==> src/rtl/temporizador_bcd_if.sv <==
// Control/data bundle for the BCD countdown timer: load, run control and count outputs.
interface temporizador_bcd_if;
   logic       tick;
   logic       load;
   logic [7:0] hora_in;
   logic [7:0] minuto_in;
   logic [7:0] segundo_in;
   logic       start;
   logic       stop;
   logic       ack;
   logic [7:0] hora_out;
   logic [7:0] minuto_out;
   logic [7:0] segundo_out;
   logic       running;
   logic       alarma;
   logic       load_err;

   modport master (
      output tick, load, hora_in, minuto_in, segundo_in, start, stop, ack,
      input  hora_out, minuto_out, segundo_out, running, alarma, load_err
   );

   modport slave (
      input  tick, load, hora_in, minuto_in, segundo_in, start, stop, ack,
      output hora_out, minuto_out, segundo_out, running, alarma, load_err
   );
endinterface

==> src/rtl/temporizador_bcd.sv <==
// hh:mm:ss countdown kept directly in packed BCD, one decrement per 1 Hz tick.
// Define AUTORECARGA_EN to reload from the last valid load on reaching zero instead of alarming.
module temporizador_bcd #(
   parameter int unsigned ALARM_TICKS = 10
) (
   input logic               clk,
   input logic               reset,
   temporizador_bcd_if.slave bus
);

   typedef enum logic [1:0] {IDLE, RUN, PAUSE, ALARM} state_t;

   localparam int unsigned CW = (ALARM_TICKS > 1) ? $clog2(ALARM_TICKS) : 1;

   state_t        state, state_n;
   logic [7:0]    hh, mm, ss, hh_n, mm_n, ss_n;
   logic [7:0]    rl_h, rl_m, rl_s, rl_h_n, rl_m_n, rl_s_n;
   logic [CW-1:0] cnt, cnt_n;
   logic          alarma_q, alarma_n;
   logic          lerr_q, lerr_n;
   logic          load_ok, load_allowed, count_zero, count_one;

   // Wrap value is returned when decrementing from 00 (borrow into the next field).
   function automatic logic [7:0] bcd_dec(input logic [7:0] v, input logic [7:0] wrap);
      if (v == 8'h00) return wrap;
      if (v[3:0] == 4'd0) return {v[7:4] - 4'd1, 4'd9};
      return {v[7:4], v[3:0] - 4'd1};
   endfunction

   function automatic logic bcd_ok(input logic [7:0] v, input logic [7:0] max);
      return (v[7:4] <= 4'd9) && (v[3:0] <= 4'd9) && (v <= max);
   endfunction

   assign load_ok      = bcd_ok(bus.hora_in, 8'h23) && bcd_ok(bus.minuto_in, 8'h59) &&
                         bcd_ok(bus.segundo_in, 8'h59);
   assign load_allowed = bus.load && (state != RUN);
   assign count_zero   = (hh == 8'h00) && (mm == 8'h00) && (ss == 8'h00);
   assign count_one    = (hh == 8'h00) && (mm == 8'h00) && (ss == 8'h01);

   always_ff @(posedge clk or posedge reset) begin
      if (reset) begin
         state    <= IDLE;
         hh       <= '0;
         mm       <= '0;
         ss       <= '0;
         rl_h     <= '0;
         rl_m     <= '0;
         rl_s     <= '0;
         cnt      <= '0;
         alarma_q <= 1'b0;
         lerr_q   <= 1'b0;
      end else begin
         state    <= state_n;
         hh       <= hh_n;
         mm       <= mm_n;
         ss       <= ss_n;
         rl_h     <= rl_h_n;
         rl_m     <= rl_m_n;
         rl_s     <= rl_s_n;
         cnt      <= cnt_n;
         alarma_q <= alarma_n;
         lerr_q   <= lerr_n;
      end
   end

   always_comb begin
      state_n  = state;
      hh_n     = hh;
      mm_n     = mm;
      ss_n     = ss;
      rl_h_n   = rl_h;
      rl_m_n   = rl_m;
      rl_s_n   = rl_s;
      cnt_n    = cnt;
      alarma_n = alarma_q;
      lerr_n   = 1'b0;
`ifdef AUTORECARGA_EN
      alarma_n = 1'b0;
`endif
      if (load_allowed && load_ok) begin
         hh_n     = bus.hora_in;
         mm_n     = bus.minuto_in;
         ss_n     = bus.segundo_in;
         rl_h_n   = bus.hora_in;
         rl_m_n   = bus.minuto_in;
         rl_s_n   = bus.segundo_in;
         cnt_n    = '0;
         alarma_n = 1'b0;
         state_n  = IDLE;
      end else begin
         // A rejected load only flags the error; same-cycle start/stop still act.
         lerr_n = load_allowed;
         unique case (state)
            IDLE, PAUSE: begin
               if (!bus.stop && bus.start && !count_zero) state_n = RUN;
            end
            RUN: begin
               if (bus.stop) begin
                  state_n = PAUSE;
               end else if (bus.tick) begin
                  if (count_one) begin
`ifdef AUTORECARGA_EN
                     hh_n     = rl_h;
                     mm_n     = rl_m;
                     ss_n     = rl_s;
                     alarma_n = 1'b1;
`else
                     hh_n     = '0;
                     mm_n     = '0;
                     ss_n     = '0;
                     cnt_n    = '0;
                     alarma_n = 1'b1;
                     state_n  = ALARM;
`endif
                  end else begin
                     ss_n = bcd_dec(ss, 8'h59);
                     if (ss == 8'h00) mm_n = bcd_dec(mm, 8'h59);
                     if ((ss == 8'h00) && (mm == 8'h00)) hh_n = bcd_dec(hh, 8'h23);
                  end
               end
            end
            ALARM: begin
               if (bus.ack) begin
                  alarma_n = 1'b0;
                  cnt_n    = '0;
                  state_n  = IDLE;
               end else if ((ALARM_TICKS > 0) && bus.tick) begin
                  if (cnt == CW'(ALARM_TICKS - 1)) begin
                     alarma_n = 1'b0;
                     cnt_n    = '0;
                     state_n  = IDLE;
                  end else begin
                     cnt_n = cnt + CW'(1);
                  end
               end
            end
            default: state_n = IDLE;
         endcase
      end
   end

   assign bus.hora_out    = hh;
   assign bus.minuto_out  = mm;
   assign bus.segundo_out = ss;
   assign bus.running     = (state == RUN);
   assign bus.alarma      = alarma_q;
   assign bus.load_err    = lerr_q;

endmodule
==> src/flat_wrapper.sv <==
// flat-port wrapper written by rule: the top's interface ports become plain ports
module temporizador_bcd_flat 
#(
   parameter int unsigned ALARM_TICKS = 10
)
  (clk, reset, bus_tick, bus_load, bus_hora_in, bus_minuto_in, bus_segundo_in, bus_start, bus_stop, bus_ack, bus_hora_out, bus_minuto_out, bus_segundo_out, bus_running, bus_alarma, bus_load_err);
  temporizador_bcd_if bus_i ();
  input logic clk;
  input logic reset;
  input wire logic [$bits(bus_i.tick)-1:0] bus_tick;
  input wire logic [$bits(bus_i.load)-1:0] bus_load;
  input wire logic [$bits(bus_i.hora_in)-1:0] bus_hora_in;
  input wire logic [$bits(bus_i.minuto_in)-1:0] bus_minuto_in;
  input wire logic [$bits(bus_i.segundo_in)-1:0] bus_segundo_in;
  input wire logic [$bits(bus_i.start)-1:0] bus_start;
  input wire logic [$bits(bus_i.stop)-1:0] bus_stop;
  input wire logic [$bits(bus_i.ack)-1:0] bus_ack;
  output wire logic [$bits(bus_i.hora_out)-1:0] bus_hora_out;
  output wire logic [$bits(bus_i.minuto_out)-1:0] bus_minuto_out;
  output wire logic [$bits(bus_i.segundo_out)-1:0] bus_segundo_out;
  output wire logic [$bits(bus_i.running)-1:0] bus_running;
  output wire logic [$bits(bus_i.alarma)-1:0] bus_alarma;
  output wire logic [$bits(bus_i.load_err)-1:0] bus_load_err;
  assign bus_i.tick = bus_tick;
  assign bus_i.load = bus_load;
  assign bus_i.hora_in = bus_hora_in;
  assign bus_i.minuto_in = bus_minuto_in;
  assign bus_i.segundo_in = bus_segundo_in;
  assign bus_i.start = bus_start;
  assign bus_i.stop = bus_stop;
  assign bus_i.ack = bus_ack;
  assign bus_hora_out = bus_i.hora_out;
  assign bus_minuto_out = bus_i.minuto_out;
  assign bus_segundo_out = bus_i.segundo_out;
  assign bus_running = bus_i.running;
  assign bus_alarma = bus_i.alarma;
  assign bus_load_err = bus_i.load_err;
  temporizador_bcd #(.ALARM_TICKS(ALARM_TICKS)) u_core (.clk(clk), .reset(reset), .bus(bus_i));
endmodule
==> config.mk <==
export PLATFORM = sky130hd
export DESIGN_NAME = temporizador_bcd_flat
export DESIGN_NICKNAME = d
export VERILOG_FILES = /design/src/rtl/temporizador_bcd_if.sv /design/src/rtl/temporizador_bcd.sv /design/src/flat_wrapper.sv
export SDC_FILE = /design/constraint.sdc
export NUM_CORES = 1
export LEC_CHECK = 0
export ABC_CLOCK_PERIOD_IN_PS = 2400
export CAP_MARGIN = 30
export CELL_PAD_IN_SITES_DETAIL_PLACEMENT = 1
export CELL_PAD_IN_SITES_GLOBAL_PLACEMENT = 2
export CORE_ASPECT_RATIO = 0.5
export CORE_MARGIN = 1
export CORE_UTILIZATION = 29
export CTS_CLUSTER_SIZE = 8
export DETAILED_ROUTE_END_ITERATION = 7
export PLACE_DENSITY_LB_ADDON = 0.1
export RECOVER_POWER = 50
export SLEW_MARGIN = 20
export SYNTH_ARGS = -nofsm -noshare
export SYNTH_HDL_FRONTEND = slang
export SYNTH_SLANG_ARGS = --single-unit
==> constraint.sdc <==
create_clock -name clk -period 2.4 [get_ports clk]
set_input_delay 0.36 -clock clk [delete_from_list [all_inputs] [get_ports clk]]
set_output_delay 0.36 -clock clk [all_outputs]
set_load 0.01 [all_outputs]
==> parameters.txt <==
Parameter                              Value

Route
  Wire length per cell after detailed routing ... 16.63 microns
  Number of iterations in the first detailed-routing pass ... 4
  First DRT Iteration DRCs ... slightly above 90
  Number of antenna-violating nets in the routed design ... 0
  Number of vias in the routed layout ... 2321
  Residual DRC count ... 0
  Average vias per placed instance ... approximately 5.0
  Aggregate routed wire length ... 7650 microns

Synth
  Compound-Gate Fraction of Synth Area ... 0.2300
  Number of flops mapped to enable cells by yosys ... 0
  Dominant cell by count in the synthesized netlist ... sky130_fd_sc_hd__dfrtp_1
  Post-Synth XOR/XNOR Area ... 0.003815
  Cell types with the largest area share after synthesis ... sky130_fd_sc_hd__dfrtp_1 (35%), sky130_fd_sc_hd__ha_1 (7.1%), sky130_fd_sc_hd__a21oi_1 (5.0%)
  Synth Flop Type ... sky130_fd_sc_hd__dfrtp_1
  Unique masters post-synth ... 62
  Commonest cells in the synthesized netlist ... sky130_fd_sc_hd__dfrtp_1 (32), sky130_fd_sc_hd__a21oi_1 (23), sky130_fd_sc_hd__nor2_1 (21)
  Fraction of synthesized cell area taken by the top area cell type ... 0.3488
  Post-synth net total ... between 300 and 400
  Dominant combinational cell family by area after synthesis ... simple AND/OR/NAND/NOR gates
  Mapped cell area ... 2296 sq um
  Fraction of the mapped netlist area in simple logic gates ... 0.2594
  Largest area contributor in the synthesized netlist ... sky130_fd_sc_hd__dfrtp_1
  Part of the Yosys area used for sequential elements ... 0.3488
  Multiplexer share of the synthesized area ... 0.03760
  Synthesized instance count ... between 200 and 300
  Fraction of registers with async set or reset after synthesis ... 1.000
  Synthesis warning total ... 0
  Post-synthesis sequential element count ... 32
  Adder-Cell Fraction of Synth Area ... 0.07084
  Post-synthesis average cell area ... roughly 9 sq um

Status
  Run status ... finished clean

Global route
  Number of global-route vias before repair ... about 2500
  First-pass GRT wire length ... 12640 microns
  Pin count of the biggest net entering global routing ... 33
  Congestion Overflow GR ... 0
  Total routing usage reported by global routing ... 0.1986
  Number of antenna violations at the first check in global routing ... 0

Pwr
  Power share of the sequential group ... 0.301
  Largest voltage drop on the vdd net ... 0.4189 mV
  Power share of the combinational group ... 0.456
  Clock share of power ... 0.243
  LEAKAGE ... around 0.0015 uW
  Internal power of the cells ... ~1700 uW
  Switching part of the total ... 0.3734
  Net Switching ... between 1000 and 1500 uW
  Cell Pwr Density ... just under 800 nW/um^2

Final layout
  Core Util, Final ... 0.4555
  Antenna diode count ... 0
  Number of nets in the layout ... a little under 400
  Final non-filler cell total ... 460
  Area delta synth->final ... 48.56%
  Final instance area ... roughly 3400 sq um
  Share of layout cells above drive strength 1 ... 0.1903

Timing
  Fmax achieved ... 0.4380 GHz
  Final setup viols ... 0
  Final critical path time including I/O delays and setup ... ~2.3 ns
  Min setup slack post-route ... approximately 0.12 ns
  Rel. slew slack ... 0.3984
  Final Cycle Share ... 0.9513
  Hold Fails Final Rpt ... 0
  Number of max-slew violations in the final report ... 0
  Fin Hold WS ... slightly above 0.5 ns
  Setup Skew ... between 0.004 and 0.005 ns
  Slew @ Worst Pin ... ~0.9 ns

Placement
  Number of I/O port buffers ... 57
  Total instance count after detailed placement ... between 400 and 500
  Gpl congestion ... around 0.8
  Area of placed instances ... 3202 sq um
  Placement-stage worst setup slack ... -0.2572 ns
  Half-perimeter wire length after placement ... 6090 microns

Critical path
  Required time at the endpoint of the critical path ... between 2 and 3 ns
  Data arrival time of the critical path ... 2.49 ns
  Crit path kind ... reg2reg
  Worst Setup SP ... u_core.bus.hora_out[5]
  Largest delay contributor family on the critical path ... simple AND/OR/NAND/NOR gates
  Launch point of the worst reg-to-reg path ... u_core.bus.hora_out[5]
  Maximum fanout count along the critical path ... 6
  Critical path capture point type ... flop
  Critical-path cell with the highest stage delay ... sky130_fd_sc_hd__or4b_1
  Kind of start point of the critical path ... flop
  Minimum setup slack among reg-to-reg paths ... 0.12 ns
  Number of cell instances on the worst register-to-register path ... 8
  Biggest cell delay along the critical path ... 0.51 ns
  Series of cell instances along the critical path ... inv_1 > ha_1 > or3b_4 > nand2b_4 > nor2_4 > o21ai_2 > or4b_1 > a21oi_1
  Capturing point of the worst reg2reg path ... u_core.bus.hora_out[7]
  Crit path buf inv count ... 1

Worst hold path
  Hold path depth ... 2
  Hold endpoint ... u_core.bus.alarma
  Worst hold start ... u_core.bus.alarma
  Worst min path class ... reg2reg

Floorplanning
  Die span in x ... about 130 microns
  Die height ... about 65 microns
  Starting density of the core ... 0.3067
  Die outline area ... between 8000 and 9000 sq um
  Core Region ... roughly 7500 sq um
  I/O pin total ... 58
  Row count ... 22

Clocking
  Total CTS buffers ... 5
  Clock network latency to the later pin of the worst-skew pair ... between 0.2 and 0.3 ns
  CTS HTree Levels ... 2
  Root Buffer ... sky130_fd_sc_hd__clkbuf_16
  Post-CTS Hold Fix Bufs ... 0
  Maximum buffer depth of the clock tree ... 2
  Clock net sink count ... 32
  TritonCTS clock tree ... done
  Clock transition at the registers of the reported paths ... around 0.05 ns

Job
  Number of violations of the max-capacitance limit ... 0
## worst min-delay path, stage by stage (launching register included)
cell	delay [ns]
sky130_fd_sc_hd__dfrtp_1	0.33
sky130_fd_sc_hd__o21ai_0	0.07
sky130_fd_sc_hd__o21ai_0	0.07
## worst max-delay path by stage
stage,endpoint,slack [ns],cells past startpoint
2_1_floorplan,u_core.bus.minuto_out[3],0.17,9
3_3_place_gp,u_core.cnt[0],-0.18,7
3_5_place_dp,u_core.cnt[0],-0.26,7
4_1_cts,u_core.cnt[0],0.04,7
5_1_grt,u_core.bus.hora_out[4],-0.005,9
6_report,u_core.bus.hora_out[7],0.12,8
## layout make-up
type / count / area (sq um)
Fill cell: 886 / 4076
Multi-Input combinational cell: 201 / 1419
Timing Repair Buffer: 93 / 838.3
Sequential cell: 32 / 800.8
Clock buffer: 7 / 142.6
Tap cell: 108 / 135.1
Inverter: 18 / 67.56
Clock inverter: 1 / 7.507
## metal layers
layer,vias up,wire [microns],global-route usage
li1,1150,-,-
met1,1122,3994,0.2844
met2,45,3286,0.3037
met3,4,324,0.04459
met4,0,44,0.03971
met5,-,0,0
## kinds of logic after synthesis
logic type	after synthesis
XOR/XNOR	1
multiplexers	8
AO/OA/AOI/OAI	82
flip-flops	32
adder cells (fa/ha/maj)	13
buffers and inverters	27
AND/OR/NAND/NOR	97
## stage by stage
step	total power [uW]	TNS (ns)
4_1_cts	2738	0
3_5_place_dp	2058	-2.561
6_report	2701	0
5_1_grt	2908	-0.004608
3_3_place_gp	2023	-2.233
2_1_floorplan	1452	0
## power by group through the flow
stage / sequential [uW] / combinational, uW / clock, uW
2_1_floorplan: 850 / 601 / 0
3_3_place_gp: 810 / 1210 / 0
3_5_place_dp: 821 / 1240 / 0
4_1_cts: 814 / 1250 / 677
5_1_grt: 838 / 1370 / 702
6_report: 813 / 1230 / 657
## what timing repair did
item	4_1_cts	5_1_grt
gates resized for setup	0	7
endpoints found under the hold margin	0	0
buffers inserted	0	4
endpoints found under the setup margin	0	13
## cells in the final DEF, fill, tap and decap left out, types with 5 or more instances in the layout
master                            count
sky130_fd_sc_hd__inv_1               16
sky130_fd_sc_hd__nor2_1              21
sky130_fd_sc_hd__dlygate4sd3_1       13
sky130_fd_sc_hd__dfrtp_1             32
sky130_fd_sc_hd__nand3_1              5
sky130_fd_sc_hd__buf_4               35
sky130_fd_sc_hd__o21ai_0             18
sky130_fd_sc_hd__mux2i_1              6
sky130_fd_sc_hd__a31oi_1              5
sky130_fd_sc_hd__a21oi_1             22
sky130_fd_sc_hd__clkbuf_16            5
sky130_fd_sc_hd__nor3_1               9
sky130_fd_sc_hd__ha_1                12
sky130_fd_sc_hd__clkdlybuf4s50_1     44
sky130_fd_sc_hd__nand2_1             19
## state kept, by name, summed over array words and instances, names as in the netlist
name	count
u_core.bus.alarma	1
u_core.bus.hora_out	8
u_core.bus.load_err	1
u_core.bus.minuto_out	8
u_core.bus.segundo_out	8
u_core.cnt	4
u_core.state	2
No activity file was read; power rests on OpenSTA's default activity.
